`config.mk`:
```
export PLATFORM = sky130hd
export DESIGN_NAME = apb_slave_regfile_flat
export DESIGN_NICKNAME = d
export VERILOG_FILES = /design/src/rtl/apb_slave_regfile_pkg.sv /design/src/rtl/apb_slave_regfile_if.sv /design/src/rtl/apb_slave_regfile_reg_array.sv /design/src/rtl/apb_slave_regfile.sv /design/src/flat_wrapper.sv
export SDC_FILE = /design/constraint.sdc
export NUM_CORES = 1
export LEC_CHECK = 0
export BUFFER_PORTS_ARGS = -buffer_cell sky130_fd_sc_hd__buf_2
export CORE_ASPECT_RATIO = 0.8
export CORE_UTILIZATION = 56
export CTS_CLUSTER_SIZE = 10
export DETAILED_ROUTE_END_ITERATION = 7
export PLACE_DENSITY = 0.76
export REMOVE_ABC_BUFFERS = 1
export SLEW_MARGIN = 10
export SYNTH_ARGS = -nofsm -noshare
export SYNTH_HDL_FRONTEND = slang
export SYNTH_SLANG_ARGS = --single-unit
```
`constraint.sdc`:
```
create_clock -name clk -period 2.35 [get_ports clk]
set_input_delay 0.47 -clock clk [delete_from_list [all_inputs] [get_ports clk]]
set_output_delay 0.47 -clock clk [all_outputs]
set_load 0.02 [all_outputs]
```
`src/rtl/apb_slave_regfile_pkg.sv`:
```
// ---------------------------------------------------------------------------
// specConst: constants and types shared by the APB register-file slice.
//   PROT_LEN / STROBE_LEN / RESP_LEN : APB sideband widths
//   state_t                          : transfer FSM state encoding
//   resp_t                           : completion response code
//   ID_VALUE                         : contents of the read-only ID register
// ---------------------------------------------------------------------------
package specConst;

  localparam int PROT_LEN   = 3;
  localparam int STROBE_LEN = 4;
  localparam int RESP_LEN   = 2;

  localparam logic [31:0] ID_VALUE = 32'hA5B0_0001;

  typedef enum logic {
    ST_IDLE   = 1'b0,
    ST_ACCESS = 1'b1
  } state_t;

  typedef enum logic [RESP_LEN-1:0] {
    RESP_OKAY   = 2'b00,
    RESP_SLVERR = 2'b10
  } resp_t;

endpackage

```
`src/rtl/apb_slave_regfile_if.sv`:
```
// ---------------------------------------------------------------------------
// apb_slave_regfile_if: APB bus bundle between a requester and the register
// file.
//   requester drives : psel, penable, pwrite, paddr, pwdata, pstrb, pprot
//   completer drives : prdata, pready, pslverr
// Modports: master (requester side), slave (completer side).
// ---------------------------------------------------------------------------
interface apb_slave_regfile_if
  import specConst::*;
#(
  parameter int ADDRWIDTH = 32,
  parameter int DATAWIDTH = 32
) ();

  logic                  psel;
  logic                  penable;
  logic                  pwrite;
  logic [ADDRWIDTH-1:0]  paddr;
  logic [DATAWIDTH-1:0]  pwdata;
  logic [STROBE_LEN-1:0] pstrb;
  logic [PROT_LEN-1:0]   pprot;
  logic [DATAWIDTH-1:0]  prdata;
  logic                  pready;
  logic                  pslverr;

  modport master (
    output psel, penable, pwrite, paddr, pwdata, pstrb, pprot,
    input  prdata, pready, pslverr
  );

  modport slave (
    input  psel, penable, pwrite, paddr, pwdata, pstrb, pprot,
    output prdata, pready, pslverr
  );

endinterface

```
`src/rtl/apb_slave_regfile_reg_array.sv`:
```
// ---------------------------------------------------------------------------
// apb_reg_array: register storage with byte-strobe writes.
// Registers 0..NREGS-2 are writable; index NREGS-1 is the read-only ID.
// Ports:
//   clk, rst : clock, async active-low reset (clears writable registers)
//   we       : write enable for this cycle
//   widx     : register index to write
//   wdata    : write data
//   wstrb    : byte enables for the write
//   ridx     : register index to read
//   rdata    : combinational read data
// ---------------------------------------------------------------------------
module apb_reg_array
  import specConst::*;
#(
  parameter int NREGS     = 16,
  parameter int DATAWIDTH = 32,
  localparam int IDX_W    = $clog2(NREGS),
  localparam int NBYTES   = DATAWIDTH / 8
) (
  input  logic                 clk,
  input  logic                 rst,
  input  logic                 we,
  input  logic [IDX_W-1:0]     widx,
  input  logic [DATAWIDTH-1:0] wdata,
  input  logic [NBYTES-1:0]    wstrb,
  input  logic [IDX_W-1:0]     ridx,
  output logic [DATAWIDTH-1:0] rdata
);

  logic [DATAWIDTH-1:0] regs [NREGS-1];

  always_ff @(posedge clk or negedge rst) begin
    if (!rst) begin
      for (int r = 0; r < NREGS - 1; r++) begin
        regs[r] <= '0;
      end
    end else if (we) begin
      for (int r = 0; r < NREGS - 1; r++) begin
        if (widx == IDX_W'(r)) begin
          for (int b = 0; b < NBYTES; b++) begin
            if (wstrb[b]) begin
              regs[r][b*8 +: 8] <= wdata[b*8 +: 8];
            end
          end
        end
      end
    end
  end

  // The ID slot has no storage, so it is the default of the read mux.
  always_comb begin
    rdata = DATAWIDTH'(ID_VALUE);
    for (int r = 0; r < NREGS - 1; r++) begin
      if (ridx == IDX_W'(r)) begin
        rdata = regs[r];
      end
    end
  end

endmodule

```
`src/rtl/apb_slave_regfile.sv`:
```
// ---------------------------------------------------------------------------
// apb_slave_regfile: APB completer in front of a small register file.
// Setup phase fields are latched in IDLE; the transfer completes in ACCESS
// once the wait counter has run out. Errors: bad/unaligned address, write to
// the ID register, unprivileged write to register 0.
// Ports:
//   clk : clock, rising edge
//   rst : async active-low reset
//   bus : apb_slave_regfile_if.slave (APB request in, prdata/pready/pslverr out)
// Build option: APB_WAIT_STATES_EN -- when defined, WAIT_CYCLES wait states
// are inserted per transfer; otherwise every first access cycle completes.
// ---------------------------------------------------------------------------
module apb_slave_regfile
  import specConst::*;
#(
  parameter int DATAWIDTH   = 32,
  parameter int ADDRWIDTH   = 32,
  parameter int NREGS       = 16,
  parameter int WAIT_CYCLES = 2
) (
  input  logic               clk,
  input  logic               rst,
  apb_slave_regfile_if.slave bus
);

  localparam int IDX_W = $clog2(NREGS);
  localparam logic [ADDRWIDTH-1:0] REG_SPAN = ADDRWIDTH'(NREGS * 4);

  state_t state, state_next;

  logic [ADDRWIDTH-1:0]  addr_q;
  logic                  write_q;
  logic [DATAWIDTH-1:0]  wdata_q;
  logic [STROBE_LEN-1:0] strb_q;
  logic [PROT_LEN-1:0]   prot_q;

  logic setup_hit;
  logic access_hit;
  logic wait_done;
  logic complete;
  logic err;
  logic reg_we;
  resp_t resp;

  logic [IDX_W-1:0]     idx;
  logic [DATAWIDTH-1:0] reg_rdata;

  logic unused_prot;
  assign unused_prot = ^prot_q[PROT_LEN-1:1];

  assign setup_hit  = (state == ST_IDLE) && bus.psel && !bus.penable;
  assign access_hit = (state == ST_ACCESS) && bus.psel && bus.penable;
  assign complete   = access_hit && wait_done;

`ifdef APB_WAIT_STATES_EN
  localparam int CNT_W = (WAIT_CYCLES > 0) ? $clog2(WAIT_CYCLES + 1) : 1;
  logic [CNT_W-1:0] cnt;

  always_ff @(posedge clk or negedge rst) begin
    if (!rst) begin
      cnt <= '0;
    end else if (setup_hit) begin
      cnt <= CNT_W'(WAIT_CYCLES);
    end else if (access_hit && cnt != '0) begin
      cnt <= cnt - 1'b1;
    end
  end

  assign wait_done = (cnt == '0);
`else
  assign wait_done = 1'b1;
`endif

  always_ff @(posedge clk or negedge rst) begin
    if (!rst) begin
      addr_q  <= '0;
      write_q <= 1'b0;
      wdata_q <= '0;
      strb_q  <= '0;
      prot_q  <= '0;
    end else if (setup_hit) begin
      addr_q  <= bus.paddr;
      write_q <= bus.pwrite;
      wdata_q <= bus.pwdata;
      strb_q  <= bus.pstrb;
      prot_q  <= bus.pprot;
    end
  end

  assign idx = addr_q[2 +: IDX_W];

  // Error decode from the latched request only.
  always_comb begin
    err = 1'b0;
    if (addr_q >= REG_SPAN || addr_q[1:0] != 2'b00) begin
      err = 1'b1;
    end else if (write_q && idx == IDX_W'(NREGS - 1)) begin
      err = 1'b1;
    end else if (write_q && idx == '0 && !prot_q[0]) begin
      err = 1'b1;
    end
  end

  // FSM: state register
  always_ff @(posedge clk or negedge rst) begin
    if (!rst) begin
      state <= ST_IDLE;
    end else begin
      state <= state_next;
    end
  end

  // FSM: next state. ACCESS with psel low is a requester abort.
  always_comb begin
    state_next = state;
    case (state)
      ST_IDLE: begin
        if (setup_hit) begin
          state_next = ST_ACCESS;
        end
      end
      ST_ACCESS: begin
        if (!bus.psel || complete) begin
          state_next = ST_IDLE;
        end
      end
      default: state_next = ST_IDLE;
    endcase
  end

  // FSM: outputs. Everything is zero outside the completion cycle.
  always_comb begin
    resp        = RESP_OKAY;
    reg_we      = 1'b0;
    bus.pready  = 1'b0;
    bus.pslverr = 1'b0;
    bus.prdata  = '0;
    if (complete) begin
      bus.pready = 1'b1;
      if (err) begin
        resp = RESP_SLVERR;
      end else if (write_q) begin
        reg_we = 1'b1;
      end else begin
        bus.prdata = reg_rdata;
      end
      bus.pslverr = (resp == RESP_SLVERR);
    end
  end

  apb_reg_array #(
    .NREGS     (NREGS),
    .DATAWIDTH (DATAWIDTH)
  ) u_reg_array (
    .clk   (clk),
    .rst   (rst),
    .we    (reg_we),
    .widx  (idx),
    .wdata (wdata_q),
    .wstrb (strb_q),
    .ridx  (idx),
    .rdata (reg_rdata)
  );

endmodule

```
`src/flat_wrapper.sv`:
```
// flat-port wrapper written by rule: the top's interface ports become plain ports
module apb_slave_regfile_flat import specConst::*;
#(
  parameter int DATAWIDTH   = 32,
  parameter int ADDRWIDTH   = 32,
  parameter int NREGS       = 16,
  parameter int WAIT_CYCLES = 2
)
  (clk, rst, bus_psel, bus_penable, bus_pwrite, bus_paddr, bus_pwdata, bus_pstrb, bus_pprot, bus_prdata, bus_pready, bus_pslverr);
  apb_slave_regfile_if #(.ADDRWIDTH(ADDRWIDTH), .DATAWIDTH(DATAWIDTH)) bus_i ();
  input  logic clk;
  input  logic rst;
  input wire logic [$bits(bus_i.psel)-1:0] bus_psel;
  input wire logic [$bits(bus_i.penable)-1:0] bus_penable;
  input wire logic [$bits(bus_i.pwrite)-1:0] bus_pwrite;
  input wire logic [$bits(bus_i.paddr)-1:0] bus_paddr;
  input wire logic [$bits(bus_i.pwdata)-1:0] bus_pwdata;
  input wire logic [$bits(bus_i.pstrb)-1:0] bus_pstrb;
  input wire logic [$bits(bus_i.pprot)-1:0] bus_pprot;
  output wire logic [$bits(bus_i.prdata)-1:0] bus_prdata;
  output wire logic [$bits(bus_i.pready)-1:0] bus_pready;
  output wire logic [$bits(bus_i.pslverr)-1:0] bus_pslverr;
  assign bus_i.psel = bus_psel;
  assign bus_i.penable = bus_penable;
  assign bus_i.pwrite = bus_pwrite;
  assign bus_i.paddr = bus_paddr;
  assign bus_i.pwdata = bus_pwdata;
  assign bus_i.pstrb = bus_pstrb;
  assign bus_i.pprot = bus_pprot;
  assign bus_prdata = bus_i.prdata;
  assign bus_pready = bus_i.pready;
  assign bus_pslverr = bus_i.pslverr;
  apb_slave_regfile #(.DATAWIDTH(DATAWIDTH), .ADDRWIDTH(ADDRWIDTH), .NREGS(NREGS), .WAIT_CYCLES(WAIT_CYCLES)) u_core (.clk(clk), .rst(rst), .bus(bus_i));
endmodule
```
; ---- Word-level counts from Yosys, hierarchy flattened
; Cells that the tools add are included.
[op_classes]
n_lt_le_gt_ge = 1
n_eq_ne = 16
mux = 31
bitwise = 1
reduce_logical = 74
[op_table]
columns = cell, count
row1 = $mux W32, 18
row2 = $reduce_and A3 Y1, 60
row3 = $eq A4 B4 Y1 const B, 8
row4 = $ge A32 B7 Y1 const B, 1
row5 = $eq A4 B3 Y1 const B, 4
row6 = $mux W1, 10
row7 = $eq A4 B2 Y1 const B, 2
row8 = $logic_and A1 B1 Y1, 7
row9 = $eq A4 B1 Y1 const B, 1
row10 = $logic_not A4 Y1, 1
row11 = $mux W2, 2
row12 = $logic_not A1 Y1, 3
row13 = $eq A2 B2 Y1 const B, 1
row14 = $logic_or A1 B1 Y1, 2
row15 = $pmux W1 S2, 1
row16 = $reduce_bool A2 Y1, 1
row17 = $not A1 Y1, 1
[word_totals]
ff_bits = 551
inputBits = 76
wordCells = 189

; ---- Logic depth before layout (Yosys ltp)
; Gate-level depths: netlist (run 1).
[logic_depth]
depth_word = 19
mapped_depth = 10
mapped_depth_nobuf = 6

; ---- Modules after synthesis
; A second synthesis (run 1) with hierarchy kept.
[unflattened]
hier_cells = 1956
hier_area_um2 = 25609.6
[by_module_without_submodules]
columns = mod, n_inst, cells_each, area_per_inst_um2
row1 = apb_reg_array, 1, 1752, 22638.0
row2 = apb_slave_regfile, 1, 204, 2971.6

; ---- Least setup slack after synthesis (run 1)
; OpenSTA, ideal clock, no wires.
[synth_timing]
path_kind = reg2out
start = register u_core.addr_q[22]
end = output port bus_prdata[25]
arrival_ps = 2772
t_required_ps = 1880
slack_ps = -892
path_stages_with_launch = 8
path_cell_list = dfrtp_1 > nor4_1 > nand4_1 > or3_1 > or2_0 > clkbuf_1 > clkbuf_1 > a2111oi_0
[synth_between]
elab_chain_cells = 5
[synth_lines]
columns = element, line_no
row1 = start: declaration, apb_slave_regfile.sv:31  ; logic [ADDRWIDTH-1:0] addr_q;
row2 = start signal: assignment, apb_slave_regfile.sv:82  ; addr_q <= bus.paddr;
row3 = $ge A32 B7 Y1, apb_slave_regfile.sv:95  ; if (addr_q >= REG_SPAN || addr_q[1:0] != 2'b00) begin
row4 = $logic_or A1 B1 Y1, apb_slave_regfile.sv:95
row5 = $mux W1, apb_slave_regfile.sv:95
row6 = $mux W32, apb_slave_regfile.sv:140  ; if (err) begin
row7 = $mux W32, apb_slave_regfile.sv:138  ; if (complete) begin
row8 = end: declaration, flat_wrapper.sv:20  ; output wire logic [$bits(bus_i.prdata)-1:0] bus_prdata;
; Every way passes these cells.

; ---- Final worst setup path (run 1)
[layout_timing]
start = register u_core.addr_q[30]
end = output port bus_prdata[26]
; Same word-level chain as after synthesis.

==> results, run 1 <==
- The final estimated routing congestion in global placement is 0.964.
- For the worst-skew pair, the clock arrives at the later sink with an insertion delay of 610 ps.
- The tree is rooted in a clkbuf_16.
- Entering global routing, the biggest net connects 86 pins.
- Of the total synthesized cell area, the portion taken by full adders, half adders and majority gates is 0.
- The leakage dissipation is 15.0 nW.
- The startpoint class of the critical path is a flip-flop.
- The post-synthesis register bit count is 551.
- The net switching power is 0.00629 W.
- In the post-synthesis netlist, the biggest area contributors are dfrtp_1, mux2_2, mux2i_1.
- During I/O placement, the number of pins put on the boundary was 110.
- Max-cap violations in this run came to 0.
- The HPWL after detailed placement is 51900 um.
- The sequential cell fraction of total power is 0.464.
- CTS built an H-tree with a depth of 2.
- In the finished design, the share of the clock period the worst path needs comes to 1.55.
- The number of enable-type register cells in the synthesized netlist is 0.
- At the worst endpoint, the required time is 1880 ps.
- The final layout net count is 2310.
- Setup violations remaining at the end of the flow were counted as 513.
- The relative area change from synthesis to final layout is 24.4%.
- The share of total power dissipated in combinational logic is 0.155.
- Cell internal power was estimated by the tool at 0.0159 W.
- The share of total power consumed by net switching is 0.284.
- The fraction of layout cells with a size suffix above 1 is 0.523.
- The cell with the largest stage delay on the worst path is or4_4.
- The start-to-end type of the worst setup path is flip-flop to primary output.
- Of the total synthesized cell area, the portion taken by AND, OR, NAND and NOR gates is 0.0719.
- The dominant combinational cell family by area after synthesis is multiplexers.
- Setup repair after global routing could not meet its margin everywhere.
- The die extent in x is 241 um.
- The share of total power dissipated in the clock network is 0.381.
- The post-synthesis compound-gate area fraction was 0.0851.
- The clock edge transition at the registers on the reported setup and hold paths is 60 ps.
- The share of the synthesized area in the top cell type is 0.541.
- The synthesis warning total is 0.
- The initial antenna violation count was 1.
- The worst setup path is captured at a primary output.
- The minimum clock period is 3650 ps.
- The clock drives 551 sinks.
- The checks that failed: negative setup slack.
- The worst hold path belongs to the class input port to flip-flop.
- The leading cell type in the layout, fill and taps excluded is dfrtp_1.
- The DRC violations left is 0.
- The initialized floorplan defines 69 standard-cell rows.
- The count of cell types in the netlist is 63.
- The family with the most delay on the worst path is simple AND/OR/NAND/NOR gates.
- The mean area per synthesized cell is 13.3 um^2.
- The areal power density over the cells is 699 mW/mm^2.
- In the synthesized netlist the async set-or-reset flop fraction comes to 1.00.
- The number of max-slew violations in the final report is 0.
- The detailed router finished its first iteration with 2064 violations.
- Counting tap cells, the placed design contains a total of 2743 instances.
- After floorplanning, the core was sized to cover 0.0446 mm^2.
- Buffers placed on the I/O ports in this run total 107.
- At the end of the flow the core is filled with cells to 0.711.
- The initial core utilization is 0.571.
- In the post-route analysis, the smallest setup slack over all paths is -1300 ps.
- The antenna violation net count after detailed routing is 0.
- Summed over all instances, the cell type with the most area after synthesis is dfrtp_1.
- The number of clock buffers added by TritonCTS is 61.
- Across every metal layer, demand over resource in global routing totals 0.342.
- Before antenna repair, the detailed router went through 7 iterations.
- The die covers 0.0464 mm^2.
- The final wirelength is 78200 um.
- In this design, the stage delay of the slowest critical-path cell is 530 ps.
- The number of hold violations in the final report is 0.
- The most used flip-flop cell after synthesis is dfrtp_1.
- For the worst setup path, the data arrival time is 3180 ps.
- The total vias in the final route is 18.8k.
- The transition at the pin with the smallest max-transition slack is 772 ps.
- The mean routed wirelength per cell is 27.5 um.
- The number of global-route vias before repair came to 19.3k.
- The flow ran to the end, but the final reports show violations.
- The portion of the post-synthesis area used by sequential elements is 0.541.
- After the flow finishes, the layout carries non-filler instances totaling 2846.
- Of the total synthesized cell area, the portion taken by XOR and XNOR cells is 0.
- The count of buffering cells on the critical path with inverters included is 3.
- The maximum resistive drop on vdd is 610 uV.
- Of all nets on the critical path, the largest fanout is 5.
- The count of fill cells added during filler insertion is 2871.
- Derived from the worst setup path, the maximum achievable clock frequency is 274 MHz.
- The normalized max-slew margin is 0.485.
- The signal on the critical path passes through nor4_2 -> buf_4 -> nand4_1 -> or3_4 -> or2_4 -> buf_12 -> or4_4 -> a31oi_4 -> buf_6.
- The total overflow left after global routing is 0.
- Clock skew on the completed layout was measured at 15.7 ps.
- The first-pass GRT wire length is 117000 um.
- Timing analysis after detailed placement gives a worst setup slack of -866 ps.
- After synthesis, the share of cell area in mux cells is 0.278.
- The completed layout was analyzed and its total power is 0.0222 W.
- Dividing the detail-routed via count by the number of cells gives 6.59.
- The library cells used most frequently in the layout, excluding fill and tap cells, are dfrtp_1, mux2_2, buf_4, buf_2.
- The number of buffers on the longest clock path is 3.
- The post-synth design cell area is 0.0255 mm^2.
- The synthesized instance count is 1914.
- The chip height is 193 um.
- The clock tree from TritonCTS is done.
-- cell usage after synthesis, types with 20 or more instances --
library cell / n
nor2_1: 70
mux2i_1: 47
a22oi_1: 26
dfrtp_1: 551
buf_2: 26
nand3_2: 29
nand3_4: 20
nand2_1: 66
a21oi_1: 67
mux2_2: 543
o21ai_0: 59
clkbuf_1: 88
a221oi_1: 25
o22ai_1: 42
nand3_1: 22
-- per-layer routing --
| metal | share of wire | vias up | global-route usage |
|---|---|---|---|
| li1 | - | 7783 | - |
| met1 | 0.39 | 9682 | 0.457 |
| met2 | 0.46 | 1048 | 0.533 |
| met3 | 0.10 | 241 | 0.0848 |
| met4 | 0.043 | 0 | 0.144 |
| met5 | 0 | - | 0 |
-- power groups by stage --
stage          Clock [W]  Combinational, W  Sequential [W]
6_report         0.00845           0.00343          0.0103
4_1_cts          0.00853           0.00325          0.0103
2_1_floorplan          0           0.00112          0.0104
3_5_place_dp           0           0.00307          0.0104
3_3_place_gp           0           0.00302          0.0104
5_1_grt          0.00891           0.00356          0.0103
-- cell type report --
type | count | area (um^2) | area share
antenna | 1 | 2.50 | 0.0000789
clock buffer | 69 | 1620 | 0.0510
clock inverter | 2 | 38.8 | 0.00122
inverter | 8 | 30.0 | 0.000946
multi-input combinational | 1220 | 11900 | 0.376
sequential | 551 | 13800 | 0.435
tap | 603 | 754 | 0.0238
timing repair buffer | 392 | 3550 | 0.112
-- worst paths after layout --
check	from	end	cells past startpoint	slack, ps
worst max register to register	u_core.addr_q[5]	u_core.u_reg_array.regs[82]	10	-350
worst min-delay path	bus_penable	u_core.state	2	40
worst min register to register	u_core.u_reg_array.regs[363]	u_core.u_reg_array.regs[363]	1	500
max in group asynchronous	rst	u_core.addr_q[5]	4	1070
min in group asynchronous	rst	u_core.u_reg_array.regs[472]	2	360
worst max-delay path	u_core.addr_q[30]	bus_prdata[26]	9	-1300
-- sequential cells by signal, summed over array words and instances (netlist names) --
signal	flops
u_core.u_reg_array.regs	480
u_core.addr_q	32
u_core.wdata_q	32
u_core.strb_q	4
u_core.prot_q	1
u_core.state	1
u_core.write_q	1
-- worst reg2reg max path, cell delays in order (launching register included) --
cell and delay [ps]:
dfrtp_2 520, or2_2 340, buf_6 180, o32ai_4 270, nor3_4 60, and3_4 240, buf_12 150, buf_4 130
buf_4 160, nand3_4 170, mux2_2 370
-- cells by family (layout without fill, tap and decap cells) --
logic type             after synthesis  count (layout)
AO/OA/AOI/OAI                      323             323
buffers and inverters              143             471
flip-flops                         551             551
multiplexers                       617             617
other                                0               1
AND/OR/NAND/NOR                    280             280
-- what timing repair did --
action                                  CTS  global route
hold buffers                              1             0
buffers inserted                         31            14
endpoints found under the hold margin    29             0
gates cloned                              3             0
endpoints found under the setup margin  513           513
pin swaps                                29            24
gates resized for setup                 196            41
-- metrics by stage --
stage                     instance area (um^2)  hold slack [ps]   TNS, ps
after detailed placement                 28700              390   -156320
after global placement                   28700              388   -161330
after floorplan                          24900              174  -2208930
final                                    31700             38.4   -155790
after global routing                     31700             33.5   -205460
after CTS                                31600             19.6   -455750
Power figures use the tool's default switching activity.
==> run 2, diff against run 1 <==
- REMOVE_ABC_BUFFERS: 1 -> unset
- SYNTH_HIERARCHICAL: unset -> 1
==> run 2 against run 1 <==
  * The run still ends with negative setup slack left
  * Clock skew fell by 3.0 ps
  * First-iteration DRC count is 4.0% lower
  * Final area grew 4.8%
  * Non-clock buffer count shrank 43
  * Critical path depth unchanged
  * Synthesized cell count is 2.2% higher
  * Die area increased by 0.41%
  * Sequential power hardly changed
  * Combinational power rose by 37%
  * Utilization increased by 3.3 points
  * Clock-buffer cell count stayed put
  * Clock power decreased by 2%
  * Critical endpoint is now bus_prdata[0]
  * Largest power group unchanged
==> results, run 2 <==
- The number of global-route vias before repair is 19.4k.
- The power after layout is 0.0234 W.
- In the final routed layout, each cell accounts on average for 27.1 um.
- The number of cells on the worst reg-to-reg path is 11.
- The post-synthesis register bit count is 551.
- The boundary pin count is 110.
- Entering global routing, the biggest net connects 112 pins.
- Across every metal layer, demand over resource in global routing totals 0.325.
- The portion of the clock cycle consumed by the worst path in the final layout is 1.42.
- The first-pass GRT wire length is 115000 um.
- The most common flop cell mapped by yosys is dfrtp_1.
- The maximum resistive drop on vdd is 727 uV.
- The start-to-end type of the worst setup path is flip-flop to primary output.
- The launch point of the critical path is u_core/addr_q[2].
- The post-synthesis compound-gate area fraction is 0.0745.
- The setup check on the worst reg-to-reg path leaves a slack of -410 ps.
- After layout, the worst setup slack is -984 ps.
- The source-to-sink clock delay at the later pin of the worst-skew pair is 600 ps.
- In this run the tightest slew margin relative to its limit is 0.418.
- The total vias in the final route is 18.6k.
- The number of max-slew violations in the final report is 0.
- Of the total synthesized cell area, the portion taken by AND, OR, NAND and NOR gates is 0.0593.
- The via count normalized by instance count is 6.51.
- The dominant cell by count in the synthesized netlist is dfrtp_1.
- The count of antenna diodes in the layout is 0.
- The final layout net count is 2316.
- The number of clock sinks is 551.
- The chip height is 193 um.
- Of the total synthesized cell area, the portion taken by full adders, half adders and majority gates is 0.
- The share of synthesized area spent on multiplexers is 0.303.
- Of the total synthesized cell area, the portion taken by XOR and XNOR cells is 0.
- The HPWL after detailed placement is 47000 um.
- The initial antenna violation count is 0.
- The post-route setup TNS is -163300 ps.
- The part of the total power dissipated in the clock network is 0.354.
- The worst register-to-register path begins at u_core/addr_q[2].
- The die covers 0.0466 mm^2.
- The final hold slack is 56.3 ps.
- Leaving out fill and tap cells, the most frequent cell in the layout is dfrtp_1.
- The share of the Yosys chip area taken by registers is 0.538.
- In this run the standard cell core region covers 0.0447 mm^2.
- The initial core utilization is 0.573.
- The library cell with the largest summed area after synthesis is dfrtp_1.
- Of the total power, combinational logic draws 0.201.
- Cell internal power was estimated by the tool at 0.0165 W.
- The tool flagged a number of max-cap violations equal to 0.
- Of the total power, the share spent switching nets is 0.292.
- The worst endpoint required time is 1880 ps.
- The number of CTS-inserted buffers is 61.
- Counting I/O delays and the setup requirement, the final critical path takes 3330 ps.
- The row count is 69.
- The flow ran to the end, but the final reports show violations.
- For this design the total switching power over the nets is 0.00683 W.
- TritonCTS built the clock tree.
- The endpoint type of the worst setup path is a primary output.
- The capturing element of the worst setup path is bus_prdata[0].
- After filler insertion, the fill cell instance count of the layout stands at 2716.
- The areal power density over the cells is 702 mW/mm^2.
- Setup repair after global routing could not meet its margin everywhere.
- Port buffering added 107 buffers.
- The top achievable clock speed is 300 MHz.
- The finished cells cover 0.0333 mm^2.
- The largest registers in the layout are u_core/u_reg_array/regs x480, u_core/addr_q x32, u_core/wdata_q x32.
- The share of the synthesized area in the top cell type is 0.538.
- After synthesis, the cell types taking the most area are dfrtp_1, mux2_2, mux4_2.
- The total setup violations reported at the end of the flow is 513.
- The Yosys step of the flow raised 6 warnings.
- After synthesis the cells add up to 0.0256 mm^2.
- The mean area per synthesized cell is 13.1 um^2.
- Counting along the longest clock path gives a buffer depth of 3.
- The dominant combinational cell family by area after synthesis is multiplexers.
- In this run the critical register-to-register path is captured at u_core/u_reg_array/regs[416].
- The final reports fail on negative setup slack.
- The area growth from synthesis to layout is 29.9%.
- The worst setup path is launched from a flip-flop.
- Clock-pin slew was measured on the worst setup and hold paths at 60 ps.
- The initial detailed-routing violation count is 1982.
- Counting flops with a built-in enable in the synthesized netlist gives 0.
- The final setup skew is 12.8 ps.
- The congestion estimate from routability-driven global placement came to 0.897.
- After global routing the overflow that remains totals 0.
- The library cells used most frequently in the layout, excluding fill and tap cells, are dfrtp_1, mux2_2, mux2_4, buf_4, buf_2.
- The detail route stage leaves a number of antenna-violating nets equal to 0.
- u_core/u_reg_array/regs holds more flip-flops than any other register.
- The top fanout value on the critical path is 13.
- The register with the most flip-flops in the layout has 480 of them.
- The final wirelength is 77400 um.
- The post-synth net total is 2032.
- The leakage dissipation is 15.9 nW.
- The count of cell types in the netlist is 58.
- The H-tree generated during clock tree synthesis spans 2 levels.
- Synthesis produced 1956 cells.
- The die extent in x is 241 um.
- The clock tree root buffer cell is clkbuf_16.
- The first detailed-routing pass ran for 5 iterations.
- The worst hold-check path type is input port to flip-flop.
- The DRC violations left is 0.
- The data arrival time of the critical path is 2860 ps.
- The placed instances occupy a cell area of 0.0292 mm^2.
- The fraction of layout cells with a size suffix above 1 is 0.549.
- For the pin with the worst max-slew slack, the measured transition is 874 ps.
- The number of hold violations in the final report is 0.
- In the synthesized netlist the async set-or-reset flop fraction comes to 1.00.
- Sorting the synthesized cells by how often they occur yields dfrtp_1, mux2_2, nand2_1.
- The sequential cell fraction of total power is 0.444.
run 2: cell count changes in the layout (fill, tap and decap cells not counted), moves of 17 or more:
cell      before  now
and2_4         0   34
nand2_1       63   34
mux2_2       539  397
buf_4        231  131
mux2i_1       47   64
a22oi_1       26    6
a221oi_1      19    0
nand3_4       47    1
mux2_4        12  161
buf_6         33   57
nand2_8        0   48
run 2: final cells by class:
type                       instances  area, um^2  area share
sequential                       551       13800       0.415
multi-input combinational       1272       13400       0.403
timing repair buffer             349        3640       0.109
clock buffer                      69        1610      0.0484
tap                              603         754      0.0227
inverter                           5        25.0    0.000752
clock inverter                     2        13.8    0.000414
run 2: routing by layer:
layer | vias up | track usage | part of all wire
met5 | - | 0 | 0
met4 | 0 | 0.124 | 0.038
met3 | 227 | 0.0742 | 0.079
met2 | 911 | 0.507 | 0.47
met1 | 9714 | 0.444 | 0.41
li1 | 7720 | - | -
run 2: kinds of logic after synthesis:
logic type             after synthesis
AO/OA/AOI/OAI                      296
multiplexers                       666
AND/OR/NAND/NOR                    310
flip-flops                         551
buffers and inverters              133
run 2: power by group through the flow:
stage	registers, W	clock network [W]	logic (W)
2_1_floorplan	0.0101	0	0.00217
3_3_place_gp	0.0104	0	0.00362
3_5_place_dp	0.0104	0	0.00369
4_1_cts	0.0103	0.00838	0.00423
5_1_grt	0.0104	0.00876	0.00490
6_report	0.0104	0.00828	0.00470
run 2: through the flow:
step / std cells / worst slack [ps] / util
after floorplan: 1956 / -54.3 / -
after global routing: 2851 / -1050 / 0.744
after global placement: 2743 / -601 / 0.654
after CTS: 2835 / -953 / 0.716
after detailed placement: 2743 / -606 / 0.654
final: 2851 / -984 / 0.744
run 2: worst max-delay path: stages (launching register included):
cell and delay (ps):
dfrtp_4 490, buf_4 170, bufbuf_16 290, nand2_2 150, nor2_1 110, buf_4 150
a32o_1 220, a221o_1 380, and2_4 170, buf_6 120
run 2: repair_timing:
item,4_1_cts,5_1_grt
pin swaps,67,75
setup endpoints to repair,513,513
gates cloned,5,2
hold buffers,1,0
gates resized for setup,212,246
buffers inserted,15,16
endpoints found under the hold margin,32,0
run 2: worst min-delay path by stage:
stage | to | slack, ps | startpoint | cells past startpoint
3_5_place_dp | u_core/wdata_q[26] | 420 | rst | 1
2_1_floorplan | u_core/addr_q[0] | 170 | rst | 0
6_report | u_core/state | 60 | bus_penable | 2
4_1_cts | u_core/state | 40 | bus_penable | 2
5_1_grt | u_core/state | 70 | bus_penable | 2
3_3_place_gp | u_core/wdata_q[26] | 410 | rst | 1
